===== src/rtl/text_mode_renderer.sv =====
// text_mode_renderer: converts raster coordinates into RGB888 pixels for an
// 80x30 text screen of 8x16 cells (8x8 glyphs, each glyph row shown twice).
// Reads char/attr RAM and the font ROM, overlays a blinking underline cursor,
// and delays sync/DE so every output lines up with its pixel (3 clk latency).
//
// Ports
//   clk, rst                        pixel clock, synchronous active-high reset
//   pix_x, pix_y, pix_de            raster position and active-video flag
//   pix_hsync, pix_vsync            syncs from the timing generator
//   video_char_addr                 char/attr RAM address (combinational)
//   video_char_data, video_attr_data RAM read data, valid 1 clk after address
//   font_addr                       {char_code, glyph_row} (combinational)
//   font_data                       glyph row, valid 1 clk after font_addr
//   cursor_en, cursor_x, cursor_y   cursor overlay control
//   rgb_r, rgb_g, rgb_b             pixel colour
//   out_de, out_hsync, out_vsync    delayed DE/syncs aligned with rgb
module text_mode_renderer #(
   parameter int unsigned COLS         = 80,
   parameter int unsigned ROWS         = 30,
   parameter int unsigned BLINK_FRAMES = 32
) (
   input  logic        clk,
   input  logic        rst,
   input  logic [9:0]  pix_x,
   input  logic [9:0]  pix_y,
   input  logic        pix_de,
   input  logic        pix_hsync,
   input  logic        pix_vsync,
   output logic [11:0] video_char_addr,
   input  logic [7:0]  video_char_data,
   input  logic [7:0]  video_attr_data,
   output logic [10:0] font_addr,
   input  logic [7:0]  font_data,
   input  logic        cursor_en,
   input  logic [6:0]  cursor_x,
   input  logic [4:0]  cursor_y,
   output logic [7:0]  rgb_r,
   output logic [7:0]  rgb_g,
   output logic [7:0]  rgb_b,
   output logic        out_de,
   output logic        out_hsync,
   output logic        out_vsync
);

   localparam logic [7:0] BLINK_LAST = 8'(BLINK_FRAMES - 1);

   // CGA 16-colour palette
   function automatic logic [23:0] cga(input logic [3:0] idx);
      logic [23:0] c;
      case (idx)
         4'h0:    c = 24'h000000;
         4'h1:    c = 24'h0000AA;
         4'h2:    c = 24'h00AA00;
         4'h3:    c = 24'h00AAAA;
         4'h4:    c = 24'hAA0000;
         4'h5:    c = 24'hAA00AA;
         4'h6:    c = 24'hAA5500;
         4'h7:    c = 24'hAAAAAA;
         4'h8:    c = 24'h555555;
         4'h9:    c = 24'h5555FF;
         4'hA:    c = 24'h55FF55;
         4'hB:    c = 24'h55FFFF;
         4'hC:    c = 24'hFF5555;
         4'hD:    c = 24'hFF55FF;
         4'hE:    c = 24'hFFFF55;
         default: c = 24'hFFFFFF;
      endcase
      return c;
   endfunction

   // blink state
   logic       vs_prev_q;
   logic [7:0] frame_cnt_q, frame_cnt_d;
   logic       blink_phase_q, blink_phase_d;

   // S1 side-signal registers
   logic [2:0] s1_x_lo_q, s1_grow_q;
   logic       s1_hit_q, s1_de_q, s1_hs_q, s1_vs_q;

   // S2 registers
   logic [7:0] s2_attr_q;
   logic [2:0] s2_x_lo_q;
   logic       s2_hit_q, s2_de_q, s2_hs_q, s2_vs_q;

   // S3 output register
   logic [23:0] rgb_q, rgb_d;

   // S0 cell decode
   logic [6:0]  col_c;
   logic [5:0]  row_c;
   logic        in_range_c;
   logic [11:0] lin_addr_c;
   logic        cursor_hit_c;

   // S0: cell address and cursor hit; the hit already folds in line 14/15
   // and the blink phase so only one bit needs to travel down the pipe.
   always_comb begin
      col_c           = pix_x[9:3];
      row_c           = pix_y[9:4];
      in_range_c      = (32'(col_c) < COLS) && (32'(row_c) < ROWS);
      lin_addr_c      = {row_c, 6'b0} + 12'({row_c, 4'b0}) + 12'(col_c);
      video_char_addr = in_range_c ? lin_addr_c : 12'hFFF;
      cursor_hit_c    = cursor_en && blink_phase_q &&
                        (col_c == cursor_x) && (row_c == 6'(cursor_y)) &&
                        ((pix_y[3:0] == 4'd14) || (pix_y[3:0] == 4'd15));
   end

   // Font ROM address uses RAM data directly; it arrives alongside S1 regs.
   assign font_addr = {video_char_data, s1_grow_q};

   // Frame counter / blink phase, advanced on each vsync rising edge
   always_comb begin
      frame_cnt_d   = frame_cnt_q;
      blink_phase_d = blink_phase_q;
      if (pix_vsync && !vs_prev_q) begin
         if (frame_cnt_q == BLINK_LAST) begin
            frame_cnt_d   = 8'd0;
            blink_phase_d = !blink_phase_q;
         end else begin
            frame_cnt_d = frame_cnt_q + 8'd1;
         end
      end
   end

   // S3: pixel select, cursor override and blanking
   always_comb begin
      logic       pix_on;
      logic [3:0] idx;
      pix_on = font_data[3'd7 - s2_x_lo_q];
      idx    = (pix_on || s2_hit_q) ? s2_attr_q[3:0] : s2_attr_q[7:4];
      rgb_d  = s2_de_q ? cga(idx) : 24'h000000;
   end

   always_ff @(posedge clk) begin
      if (rst) begin
         vs_prev_q     <= 1'b0;
         frame_cnt_q   <= 8'd0;
         blink_phase_q <= 1'b1;
         s1_x_lo_q     <= 3'd0;
         s1_grow_q     <= 3'd0;
         s1_hit_q      <= 1'b0;
         s1_de_q       <= 1'b0;
         s1_hs_q       <= 1'b0;
         s1_vs_q       <= 1'b0;
         s2_attr_q     <= 8'd0;
         s2_x_lo_q     <= 3'd0;
         s2_hit_q      <= 1'b0;
         s2_de_q       <= 1'b0;
         s2_hs_q       <= 1'b0;
         s2_vs_q       <= 1'b0;
         rgb_q         <= 24'd0;
         out_de        <= 1'b0;
         out_hsync     <= 1'b0;
         out_vsync     <= 1'b0;
      end else begin
         vs_prev_q     <= pix_vsync;
         frame_cnt_q   <= frame_cnt_d;
         blink_phase_q <= blink_phase_d;
         s1_x_lo_q     <= pix_x[2:0];
         s1_grow_q     <= pix_y[3:1];
         s1_hit_q      <= cursor_hit_c;
         s1_de_q       <= pix_de;
         s1_hs_q       <= pix_hsync;
         s1_vs_q       <= pix_vsync;
         s2_attr_q     <= video_attr_data;
         s2_x_lo_q     <= s1_x_lo_q;
         s2_hit_q      <= s1_hit_q;
         s2_de_q       <= s1_de_q;
         s2_hs_q       <= s1_hs_q;
         s2_vs_q       <= s1_vs_q;
         rgb_q         <= rgb_d;
         out_de        <= s2_de_q;
         out_hsync     <= s2_hs_q;
         out_vsync     <= s2_vs_q;
      end
   end

   assign rgb_r = rgb_q[23:16];
   assign rgb_g = rgb_q[15:8];
   assign rgb_b = rgb_q[7:0];

endmodule

===== config.mk =====
export PLATFORM = sky130hd
export DESIGN_NAME = text_mode_renderer
export DESIGN_NICKNAME = d
export VERILOG_FILES = /design/src/rtl/text_mode_renderer.sv
export SDC_FILE = /design/constraint.sdc
export NUM_CORES = 1
export LEC_CHECK = 0
export CAP_MARGIN = 20
export CORE_ASPECT_RATIO = 1.75
export CORE_MARGIN = 1.5
export CORE_UTILIZATION = 40
export DETAILED_ROUTE_END_ITERATION = 12
export PLACE_DENSITY = 0.84
export SLEW_MARGIN = 40
export SYNTH_ARGS = -nofsm -noshare
export SYNTH_HDL_FRONTEND = slang
export SYNTH_SLANG_ARGS = --single-unit
export TNS_END_PERCENT = 100

===== constraint.sdc =====
create_clock -name clk -period 3.3 [get_ports clk]
set_input_delay 0.495 -clock clk [delete_from_list [all_inputs] [get_ports clk]]
set_output_delay 0.495 -clock clk [all_outputs]
set_load 0.02 [all_outputs]

==> metrics <==
Final Non-Filler Cells=between 300 and 400; first-pass GRT wire length=around 7600 µm; Crit Path Max Fanout=3; Crit-path slowest cell=clkdlybuf4s50_1; DR vias=1794; CP Capture Type=primary output; Reg2Reg Depth=4; Hold Path Class=reg2reg; CTS tree=built; Post-Syn Instances=around 220; Clk pin slew, worst setup/hold paths=0.08 ns; highest cell delay on the worst timing path=around 0.43 ns; largest net degree at the start of global routing=18; I/O Pins=112; Core Rows=35; vias in the first global route=around 1900; Core Box Area=about 5300 µm²; CTS Sinks=42; commonest non-fill, non-tap cell in the layout=clkdlybuf4s50_1; Distinct cells, synth=37; Synth Area per Inst=just under 10 µm²; Compound-Gate Fraction of Synth Area=0.06387; simple-gate share of the synthesized area=0.2083; r2r setup slk=roughly 1.7 ns; Global Route Usage Sum=0.1697; synthesized flop and latch total=42; Routed Antenna Nets=0; Achievable Freq=~310 MHz; CP Buf/Inv Count=2; gr ovfl total=0; Ys Warns=0; Final Wtd Congestion=roughly 0.84; hold depth=1; Worst setup SP type=primary input; die footprint=5905 µm²; final worst path period share=0.9666; clock skew=roughly 0.005 ns; TritonCTS Buffers=5; drt via density=between 4 and 5; dpl cell area=3075 µm²; main combinational cell family by area after synthesis=simple AND/OR/NAND/NOR gates; P&R area growth vs syn=47.24%; reg2reg end=rgb_q[14]; worst slew pin tran=~0.55 ns; clock root cell=clkbuf_8; hold_buf cts=0; ratio of cells with drive above 1 in the final layout=0.1107; final slew viol count=0; DRT iter0 DRCs=32; Final #Nets=382; post-route cell area=3202 µm²; RSZ-0062 raised after global routing=false; initial cell density of the core=0.4138; Adder-Cell Fraction of Synth Area=0.08746; Final Hold Vio Count=0; HP Start=s2_hs_q; Die H=just over 100 µm; Worst EP arrival=~2.7 ns; Lkg Pwr=around 0.0013 µW; first drt pass iteration count=4; # setup viols final=0; Post-Route WL=just under 5000 µm; worst-path cell chain=clkdlybuf4s50_1 > ha_1 > ha_1 > fa_1 > a21o_1 > a21oi_2 > o21bai_1 > a21o_1 > buf_2; Endpoint, Worst Hold=out_hsync; CP required=2.80 ns; Port-buffer cells=94; DRC=0; Syn Std Cell Area=2175 µm²; Antenna Diode Count=0; crit path time final=approximately 3.2 ns; syn_nets=298; Worst-Skew Late Latency=~0.28 ns; postcts setup bufs=0; Die Wd=58.74 µm; dpl hpwl=3916 µm; status=finished, final reports clean; Avg WL per Cell=13.37 µm; most frequent cells in the layout=clkdlybuf4s50_1, dfxtp_1, nor2b_1; Pwr Density=between 300 and 400 nW/µm²; Setup CP Type=in2out; clock buffer depth=2; Seq/Total Area, Yosys=0.3867; initial antenna violation count=0; Synth Area in XOR/XNOR=0.08861; Max-cap violations=0; proportion of synthesized area in mux cells=0.04603; r2r startpoint=s2_x_lo_q[0]; setup_tns=0 ns; Rel. slew slack=0.6317; worst vdd rail ir drop=between 0.15 and 0.2 mV; CP delay by family, top=adder cells; Inst Count DP=roughly 350; CTS HTree Levels=2
-- repair_timing --
action	in CTS	in global routing
pin swaps	1	4
gates resized for setup	16	9
gates cloned	0	0
endpoints found under the hold margin	0	0
setup endpoints to repair	6	5
-- worst register-to-register path: cells and delay by family (launching register included) --
family,cells,cell delay [ns]
AOI/OAI and AO/OA,3,0.60
DFF,1,0.36
muxes,1,0.61
-- where the power goes --
group          leakage, µW  internal (µW)  switching (µW)
Combinational     0.000896            168             124
Clock            0.0000524            226             159
Sequential        0.000345            525            9.28
Total              0.00129            919             292
-- stage by stage --
| step | setup WS [ns] | total power [µW] | util | hold WS (ns) |
|---|---|---|---|---|
| 3_5_place_dp | -0.5561 | 832.1 | 0.5852 | 0.4292 |
| 6_report | 0.1103 | 1211 | 0.6093 | 0.4444 |
| 4_1_cts | -0.2124 | 1217 | 0.6048 | 0.4509 |
| 2_1_floorplan | 0.4974 | 700.7 | - | 0.4138 |
| 3_3_place_gp | -0.5486 | 827.1 | 0.5852 | 0.4211 |
| 5_1_grt | 0.006403 | 1269 | 0.6093 | 0.4629 |
-- final cells by class --
type                       instances  area (µm²)
clock buffer                       7       76.32
clock inverter                     1       30.03
fill                             441        2053
inverter                          10       37.54
multi-input combinational        138        1104
sequential                        42       840.8
tap                               55       68.82
timing repair buffer             109        1045
-- synth_stat cells --
master | count | area, µm²
o21bai_1 | 2 | 15.01
mux2i_1 | 4 | 40.04
xor2_1 | 5 | 43.79
inv_1 | 10 | 37.54
a31oi_1 | 1 | 6.260
dfxtp_1 | 42 | 840.8
mux4_1 | 1 | 26.28
o311ai_1 | 1 | 8.760
nor2b_1 | 28 | 175.2
or2_2 | 2 | 12.51
ha_1 | 12 | 150.1
nand3_1 | 1 | 5.000
mux2_2 | 1 | 11.26
nand2_1 | 5 | 18.77
o21ai_0 | 3 | 15.01
a21oi_1 | 3 | 15.01
a211oi_2 | 1 | 12.51
and4b_1 | 1 | 10.01
buf_4 | 27 | 202.7
clkbuf_1 | 5 | 18.77
nor2_1 | 12 | 45.04
a211oi_1 | 2 | 15.01
nand2b_1 | 12 | 75.07
nand4b_1 | 1 | 8.760
and3_1 | 2 | 12.51
and3b_1 | 1 | 8.760
nor3_1 | 1 | 5.000
o22ai_4 | 1 | 20.02
nor4_1 | 1 | 6.260
nand4_1 | 7 | 43.79
a21o_1 | 3 | 22.52
a311oi_1 | 1 | 8.760
nand3b_1 | 2 | 15.01
nand4bb_1 | 1 | 11.26
mux4_2 | 1 | 22.52
fa_1 | 2 | 40.04
xnor2_1 | 17 | 148.9
-- cells by family after synthesis --
kind of cell    count (synthesis)
flops                          42
xor+xnor                       22
simple gates                   77
buf+inv                        42
compound gates                 18
fa+ha+maj                      14
mux                             7
-- registers in the layout, summed over array words and instances, names as in the netlist, 3 cells and up --
signal	flops
s2_x_lo_q	3
s1_grow_q	3
rgb_q	5
frame_cnt_q	8
s1_x_lo_q	3
s2_attr_q	8
-- per-layer routing --
layer	global-route usage	wire length [µm]	vias up
met5	0	0	-
met4	0.09790	121	0
met3	0.04493	406	12
met2	0.3479	2793	91
met1	0.1277	1517	812
li1	-	-	879
-- worst max path at each step --
stage          startpoint                   to  slack, ns  depth (start not counted)
6_report         pix_x[8]  video_char_addr[11]       0.11                          9
5_1_grt          pix_x[8]  video_char_addr[11]      0.006                          9
4_1_cts          pix_x[9]  video_char_addr[10]      -0.21                         10
3_5_place_dp     pix_x[9]  video_char_addr[10]      -0.56                         10
3_3_place_gp     pix_x[9]  video_char_addr[10]      -0.55                         10
2_1_floorplan    pix_x[9]  video_char_addr[10]       0.50                          8
Note: power is estimated with default switching activity, not from simulation.
